===== src/rtl/fp_adder_sequencer.sv =====
// Purpose: serialises four masked operand lanes plus an 8-bit setup word into a bit-serial adder, then reads its result back.
// Latency: 2*WIDTH+READ_LAT+2 cycles from acceptance to result_valid when output_rdy_in is already high in WAIT.
// Backpressure: req_ready only in IDLE; the result is held in DONE until result_ready; WAIT aborts after TIMEOUT cycles.
module fp_adder_sequencer #(
   parameter int WIDTH    = 16,
   parameter int TIMEOUT  = 64,
   parameter int READ_LAT = 1
) (
   input  logic             clk_in,
   input  logic             rst_in,
   input  logic             req_valid,
   output logic             req_ready,
   input  logic [WIDTH-1:0] op_a,
   input  logic [WIDTH-1:0] op_b,
   input  logic [WIDTH-1:0] op_c,
   input  logic [WIDTH-1:0] op_d,
   input  logic [2:0]       sub_op,
   input  logic [3:0]       lane_en,
   output logic             serial1_out,
   output logic             serial2_out,
   output logic             serial3_out,
   output logic             serial4_out,
   output logic             setup_serial_out,
   output logic             wr_out,
   input  logic             output_rdy_in,
   output logic             output_read_out,
   input  logic             serial_in,
   output logic             result_valid,
   input  logic             result_ready,
   output logic [WIDTH-1:0] result_data,
   output logic             result_err,
   output logic             busy
);

   localparam int CW = 5;
   localparam int TW = (TIMEOUT > 1) ? $clog2(TIMEOUT) : 1;

   localparam logic [CW-1:0] LOAD_LAST  = CW'(WIDTH - 1);
   localparam logic [CW-1:0] READ_LAST  = CW'(WIDTH + READ_LAT - 1);
   localparam logic [CW-1:0] STROBE_END = CW'(WIDTH);
   localparam logic [CW-1:0] LAT_START  = CW'(READ_LAT);
   localparam logic [TW-1:0] TMO_LAST   = TW'(TIMEOUT - 1);

   typedef enum logic [2:0] {
      ST_IDLE,
      ST_LOAD,
      ST_WAIT,
      ST_READ,
      ST_DONE
   } state_t;

   state_t           state_q, state_d;
   logic [CW-1:0]    bit_cnt_q, bit_cnt_d;
   logic [TW-1:0]    tmo_cnt_q, tmo_cnt_d;
   // Lane shift registers are loaded already masked by lane_en, so a
   // disabled lane naturally shifts out zeros for the whole LOAD.
   logic [WIDTH-1:0] a_sh_q, a_sh_d;
   logic [WIDTH-1:0] b_sh_q, b_sh_d;
   logic [WIDTH-1:0] c_sh_q, c_sh_d;
   logic [WIDTH-1:0] d_sh_q, d_sh_d;
   // Setup word sits in the low 8 bits so zeros go out first and the
   // adder's setup register ends up holding exactly the last 8 bits.
   logic [WIDTH-1:0] setup_sh_q, setup_sh_d;
   logic [WIDTH-1:0] result_data_q, result_data_d;
   logic             result_err_q, result_err_d;
   logic [7:0]       setup_word;

   // Bit 0 clear selects the adder's internal clock.
   assign setup_word = {sub_op, lane_en[3], lane_en[2], lane_en[1], lane_en[0], 1'b0};

   // Next-state, counter and datapath update for the sequencer FSM.
   always_comb begin
      state_d       = state_q;
      bit_cnt_d     = bit_cnt_q;
      tmo_cnt_d     = tmo_cnt_q;
      a_sh_d        = a_sh_q;
      b_sh_d        = b_sh_q;
      c_sh_d        = c_sh_q;
      d_sh_d        = d_sh_q;
      setup_sh_d    = setup_sh_q;
      result_data_d = result_data_q;
      result_err_d  = result_err_q;
      unique case (state_q)
         ST_IDLE: begin
            if (req_valid) begin
               a_sh_d        = {WIDTH{lane_en[3]}} & op_a;
               b_sh_d        = {WIDTH{lane_en[2]}} & op_b;
               c_sh_d        = {WIDTH{lane_en[1]}} & op_c;
               d_sh_d        = {WIDTH{lane_en[0]}} & op_d;
               setup_sh_d    = WIDTH'(setup_word);
               result_err_d  = 1'b0;
               result_data_d = '0;
               bit_cnt_d     = '0;
               state_d       = ST_LOAD;
            end
         end
         ST_LOAD: begin
            a_sh_d     = {a_sh_q[WIDTH-2:0], 1'b0};
            b_sh_d     = {b_sh_q[WIDTH-2:0], 1'b0};
            c_sh_d     = {c_sh_q[WIDTH-2:0], 1'b0};
            d_sh_d     = {d_sh_q[WIDTH-2:0], 1'b0};
            setup_sh_d = {setup_sh_q[WIDTH-2:0], 1'b0};
            if (bit_cnt_q == LOAD_LAST) begin
               bit_cnt_d = '0;
               tmo_cnt_d = '0;
               state_d   = ST_WAIT;
            end else begin
               bit_cnt_d = bit_cnt_q + CW'(1);
            end
         end
         ST_WAIT: begin
            // A ready seen on the last allowed cycle still wins over the abort.
            if (output_rdy_in) begin
               bit_cnt_d = '0;
               state_d   = ST_READ;
            end else if (tmo_cnt_q == TMO_LAST) begin
               result_err_d  = 1'b1;
               result_data_d = '0;
               state_d       = ST_DONE;
            end else begin
               tmo_cnt_d = tmo_cnt_q + TW'(1);
            end
         end
         ST_READ: begin
            // The adder's first bit appears READ_LAT cycles after the first strobe.
            if (bit_cnt_q >= LAT_START) begin
               result_data_d = {result_data_q[WIDTH-2:0], serial_in};
            end
            if (bit_cnt_q == READ_LAST) begin
               bit_cnt_d = '0;
               state_d   = ST_DONE;
            end else begin
               bit_cnt_d = bit_cnt_q + CW'(1);
            end
         end
         ST_DONE: begin
            if (result_ready) begin
               state_d = ST_IDLE;
            end
         end
         default: begin
            state_d = ST_IDLE;
         end
      endcase
   end

   // State and datapath registers with synchronous reset.
   always_ff @(posedge clk_in) begin
      if (rst_in) begin
         state_q       <= ST_IDLE;
         bit_cnt_q     <= '0;
         tmo_cnt_q     <= '0;
         a_sh_q        <= '0;
         b_sh_q        <= '0;
         c_sh_q        <= '0;
         d_sh_q        <= '0;
         setup_sh_q    <= '0;
         result_data_q <= '0;
         result_err_q  <= 1'b0;
      end else begin
         state_q       <= state_d;
         bit_cnt_q     <= bit_cnt_d;
         tmo_cnt_q     <= tmo_cnt_d;
         a_sh_q        <= a_sh_d;
         b_sh_q        <= b_sh_d;
         c_sh_q        <= c_sh_d;
         d_sh_q        <= d_sh_d;
         setup_sh_q    <= setup_sh_d;
         result_data_q <= result_data_d;
         result_err_q  <= result_err_d;
      end
   end

   // Strobes and serial lanes decode from state so they drop the cycle after any reset.
   always_comb begin
      req_ready        = (state_q == ST_IDLE);
      busy             = (state_q != ST_IDLE);
      wr_out           = (state_q == ST_LOAD);
      serial4_out      = wr_out & a_sh_q[WIDTH-1];
      serial3_out      = wr_out & b_sh_q[WIDTH-1];
      serial2_out      = wr_out & c_sh_q[WIDTH-1];
      serial1_out      = wr_out & d_sh_q[WIDTH-1];
      setup_serial_out = wr_out & setup_sh_q[WIDTH-1];
      output_read_out  = (state_q == ST_READ) && (bit_cnt_q < STROBE_END);
      result_valid     = (state_q == ST_DONE);
      result_data      = result_data_q;
      result_err       = result_err_q;
   end

endmodule


===== config.mk =====
export PLATFORM = sky130hd
export DESIGN_NAME = fp_adder_sequencer
export DESIGN_NICKNAME = d
export VERILOG_FILES = /design/src/rtl/fp_adder_sequencer.sv
export SDC_FILE = /design/constraint.sdc
export NUM_CORES = 1
export LEC_CHECK = 0
export CAP_MARGIN = 5
export CORE_ASPECT_RATIO = 1.4
export CORE_MARGIN = 4
export CORE_UTILIZATION = 35
export CTS_BUF_LIST = sky130_fd_sc_hd__clkbuf_8
export CTS_CLUSTER_SIZE = 24
export DETAILED_ROUTE_END_ITERATION = 10
export PLACE_DENSITY = 0.58
export SLEW_MARGIN = 10
export SYNTH_ARGS = -nofsm -noshare
export SYNTH_HDL_FRONTEND = slang
export SYNTH_SLANG_ARGS = --single-unit

===== constraint.sdc =====
create_clock -name clk_in -period 1.7 [get_ports clk_in]
set_input_delay 0.425 -clock clk_in [delete_from_list [all_inputs] [get_ports clk_in]]
set_output_delay 0.425 -clock clk_in [all_outputs]
set_load 0.02 [all_outputs]

Yosys cells after proc, flatten, opt, wreduce, memory -nomap -nowiden
Cells that the tools add are included.

word-level totals
  flip-flop bits (word level) = 111
  output and inout port bits = 27
  logic and storage cells = 89

cells by class
  add/subtract/negate cells = 2
  $lt $le $gt $ge = 2
  equality and inequality tests = 17
  muxes and demuxes = 35
  bitwise operators = 9
  reduce and logical (&&, ||, !) cells = 14

operators by type and width
  operator               number
  $pmux W16 S2           5
  $mux W16               9
  $and A16 B16 Y16       4
  $pmux W16 S3           1
  $mux W5                4
  $pmux W5 S4            1
  $mux W3                6
  $mux W6                3
  $pmux W3 S5            1
  $ne A2 B2 Y1 const B   7
  $pmux W6 S2            1
  $reduce_and A5 Y1      2
  $reduce_and A4 Y1      2
  $add A6 B1 Y6 const B  1
  $eq A3 B2 Y1 const B   2
  $eq A6 B6 Y1 const B   1
  $reduce_bool A2 Y1     3
  $reduce_bool A3 Y1     2
  $add A5 B1 Y5 const B  1
  $and A1 B1 Y1          5
  $eq A5 B4 Y1 const B   1
  $eq A5 B5 Y1 const B   1
  $ge A5 B1 Y1 const B   1
  $lt A5 B5 Y1 const B   1
  11 further kinds       14

Longest topological paths before layout
  depth in word-level cells = 4
  gate-level depth with buffers = 8
  mapped depth without buffers = 8

Least setup slack after synthesis
No wires, ideal clock.

  path kind = register to output
  start = register state_q[2]
  end = output port serial1_out
  data arrival time = 1525 ps
  data required time = 1275 ps
  path slack = -250 ps
  stages on the path, launching flop included = 6
  buffers on the path = 3
  cells stage by stage = dfxtp_1 -> buf_2 -> nor3b_1 -> buf_2 -> clkbuf_1 -> and2_1

on the way
  longest elaborated chain between the ends = 2

ends and longest elaborated chain
  what                    RTL line  source
  from (decl)             52        state_t state_q, state_d;
  from (signal assigned)  161       state_q <= state_d;
  $eq A3 B1 Y1            178       wr_out = (state_q == ST_LOAD);
  named net wr_out        24        output logic wr_out,
  $and A1 B1 Y1           182       serial1_out = wr_out & d_sh_q[WIDTH-1];
  to (decl)               19        output logic serial1_out,

The timed path passes the listed nets, and every way through them passes these cells.

Worst setup path after layout
  start = register state_q[2]
  end = output port serial4_out

on the way
  longest elaborated chain between the ends = 2

ends and longest elaborated chain
  what           RTL line  source
  $eq A3 B1 Y1   178
  $and A1 B1 Y1  179       serial4_out = wr_out & a_sh_q[WIDTH-1];
  to (decl)      22        output logic serial4_out,

No other way between the ends.

==> results.toml <==
[global_routing]
grt_overflow_total = 0
grt.total_usage = 0.174
grt_pass1_wl_um = 21600
antenna_found_initial = 0
grt_pass1_vias = 4409
grt_max_degree = 51

[yosys]
ys_ff_latch = 110
synthCells = 464
yosysMostFrequentCell = "dfxtp_1"
syn_nets = 547
ys.flop_type = "dfxtp_1"
synth.distinct_cells = 51
synth_async_sr_flop_share = 0
yosysSeqAreaShare = 0.482
netlist_area_sq_mm = 0.00457
synth.largest_area_cell = "dfxtp_1"
synth.area.top_cells = "dfxtp_1 (48%), a222oi_1 (13%), nor2_1 (7.2%), a41o_1 (3.3%), o311a_1 (3.3%)"
postSynthAreaPerCell_sq_um = 9.84
synth_edf_count = 0
synth.yosys.warnings = 0
synth_top_area_frac = 0.482
synth_common_cells = "dfxtp_1 (110), nor2_1 (88), a222oi_1 (60)"

[timing]
fin_crit_sh = 1.09
worst_pin_slew_ps = 506
skew_ps = 8.41
rsz0062_at_grt = "true"
finalSetupViolCount = 35
hold_viol_final = 0
tns_ps = -2540
fin_ws_ps = -158
fmax_mhz = 538
fin_crit_ps = 1860
slew_viol_final = 0
hold_ws_ps = 462
slew-limit-headroom = 0.663

[hold_path]
holdCritPathClass = "reg -> reg"
whs_path_depth = 2
holdPathEnd = "result_data[15]"
hold_path_startpoint = "result_data[15]"

[floorplan]
start_util = 0.356
io_pins = 104
rows = 49
core_area_sq_mm = 0.0128
dieHeight_um = 143
die_w_um = 105
die_area_sq_mm = 0.0150

[clocking]
htree_num_levels = 3
cts_buffers = 9
insertion_delay_ps = 360
cts.sinks = 110
cts_buffer_depth = 2
clk_pin_slew_worst_paths_ps = 100
cts_root_buf = "clkbuf_8"
cts_tree = "yes"

[cells_and_area]
num-nets-final = 669
drive_gt1_frac = 0.212
areaGrowthSynthToFinish_pct = 43.3
n_antenna_cell = 0
final_util = 0.510

[routing]
vias = 4374
drt_wl_total_um = 12900
dr.pass1.iters = 8
antenna_left = 0
wl_per_cell_um = 17.3
drt_iter0_markers = 381
viasPerCell = 5.88
drcViolationCount = 0

[run]
max-cap-violations = 0

[setup_path]
worstPathRequired_ps = 1270
slowest_delay_ps = 360
critPathArrivalTime_ps = 1430
crit_fanout = 7
rr_worst_depth = 8
crit_slowest_cell = "dfxtp_2"
critPathKind = "reg -> out"
crit_chain = "nor3b_4 > buf_12 > and2_4 > buf_6"
worstReg2RegStart = "state_q[2]"
ff2ff_setup_slack_ps = -110
critPathLaunchType = "register"
rr_endpoint = "result_data[9]"
crit_start = "state_q[2]"
cp-end-kind = "output pin"

[outcome]
violations = "negative setup slack"
status = "finished, violations left"

[place]
dp_slack_ps = -419
port_buffers = 103
gp_congestion = 0.821
dp_hpwl_um = 8740

[power_and_ir_drop]
leakage_nw = 2.67
power_mw = 5.15
irDropWorstVdd_mv = 0.407
power.density_mw_per_mm2 = 787
-- report_power, final --
group          internal (mW)  switching [mW]  total, mW
registers               2.66          0.0507       2.71
clock network          0.690           0.902       1.59
logic                  0.455           0.389      0.844
-- critical path, delay by kind of cell, from the launching register on --
family	cells	cell delay, ps
buffers and inverters	2	280
AND/OR/NAND/NOR	2	430
flip-flops	1	360
-- cell usage in the layout, fill, tap and decap left out, types with 13 or more instances in the layout --
cell type / synthesis / final
dfxtp_1: 110 / 104
nor2_1: 88 / 88
clkdlybuf4s50_1: 0 / 74
a222oi_1: 60 / 60
buf_4: 0 / 39
dlygate4sd2_1: 0 / 18
o311a_1: 15 / 15
a41o_1: 15 / 15
a22oi_1: 13 / 13
buf_6: 1 / 13
-- metrics by stage --
stage                     area (sq um)  instances
final                             6540        744
after floorplan                   4600        464
after CTS                         6480        744
after detailed placement          6090        719
after global routing              6540        744
after global placement            6090        719
-- state kept, by name, summed over array words and instances (netlist names) --
signal / count
result_data: 16
state_q: 3
d_sh_q: 16
b_sh_q: 16
result_err: 1
tmo_cnt_q: 6
c_sh_q: 16
setup_sh_q: 15
bit_cnt_q: 5
a_sh_q: 16
-- layer usage --
metal	global-route usage	part of all wire	vias to the layer above
li1	-	-	2083
met1	0.209	0.41	2149
met2	0.304	0.51	129
met3	0.0421	0.063	13
met4	0.0623	0.015	0
met5	0	0	-
-- cell families (layout without fill, tap and decap cells) --
kind of cell             Yosys count  in the layout  synth area share
AO/OA/AOI/OAI                    143            143             0.283
adder cells (fa/ha/maj)            6              6            0.0164
buffers and inverters             59            186            0.0545
flip-flops                       110            110             0.482
multiplexers                       6              6            0.0132
AND/OR/NAND/NOR                  140            140             0.150
-- timing repair --
item | in CTS | in global routing
buffers inserted | 9 | 0
hold buffers | 0 | 0
setup endpoints to repair | 51 | 105
pin swaps | 22 | 11
gates cloned | 1 | 0
gates resized for setup | 105 | 19
-- worst max path at each step --
stage                                 end  slack, ps  cells after the start
after floorplan           result_data[10]        -70                      5
after global placement         state_q[2]       -420                      6
after detailed placement       state_q[2]       -420                      6
after CTS                     serial4_out       -180                      4
after global routing          serial4_out       -240                      4
final                         serial4_out       -160                      4
-- final cells by class --
cell class / count / area [sq um]
fillers: 1195 / 6270
flip-flops and latches: 110 / 2220
clock buffers: 9 / 124
inverters: 10 / 37.5
well taps: 153 / 191
repair buffers: 160 / 1610
clock inverters: 7 / 73.8
multi-input cells: 295 / 2290
(Power assumes the default switching activity.)
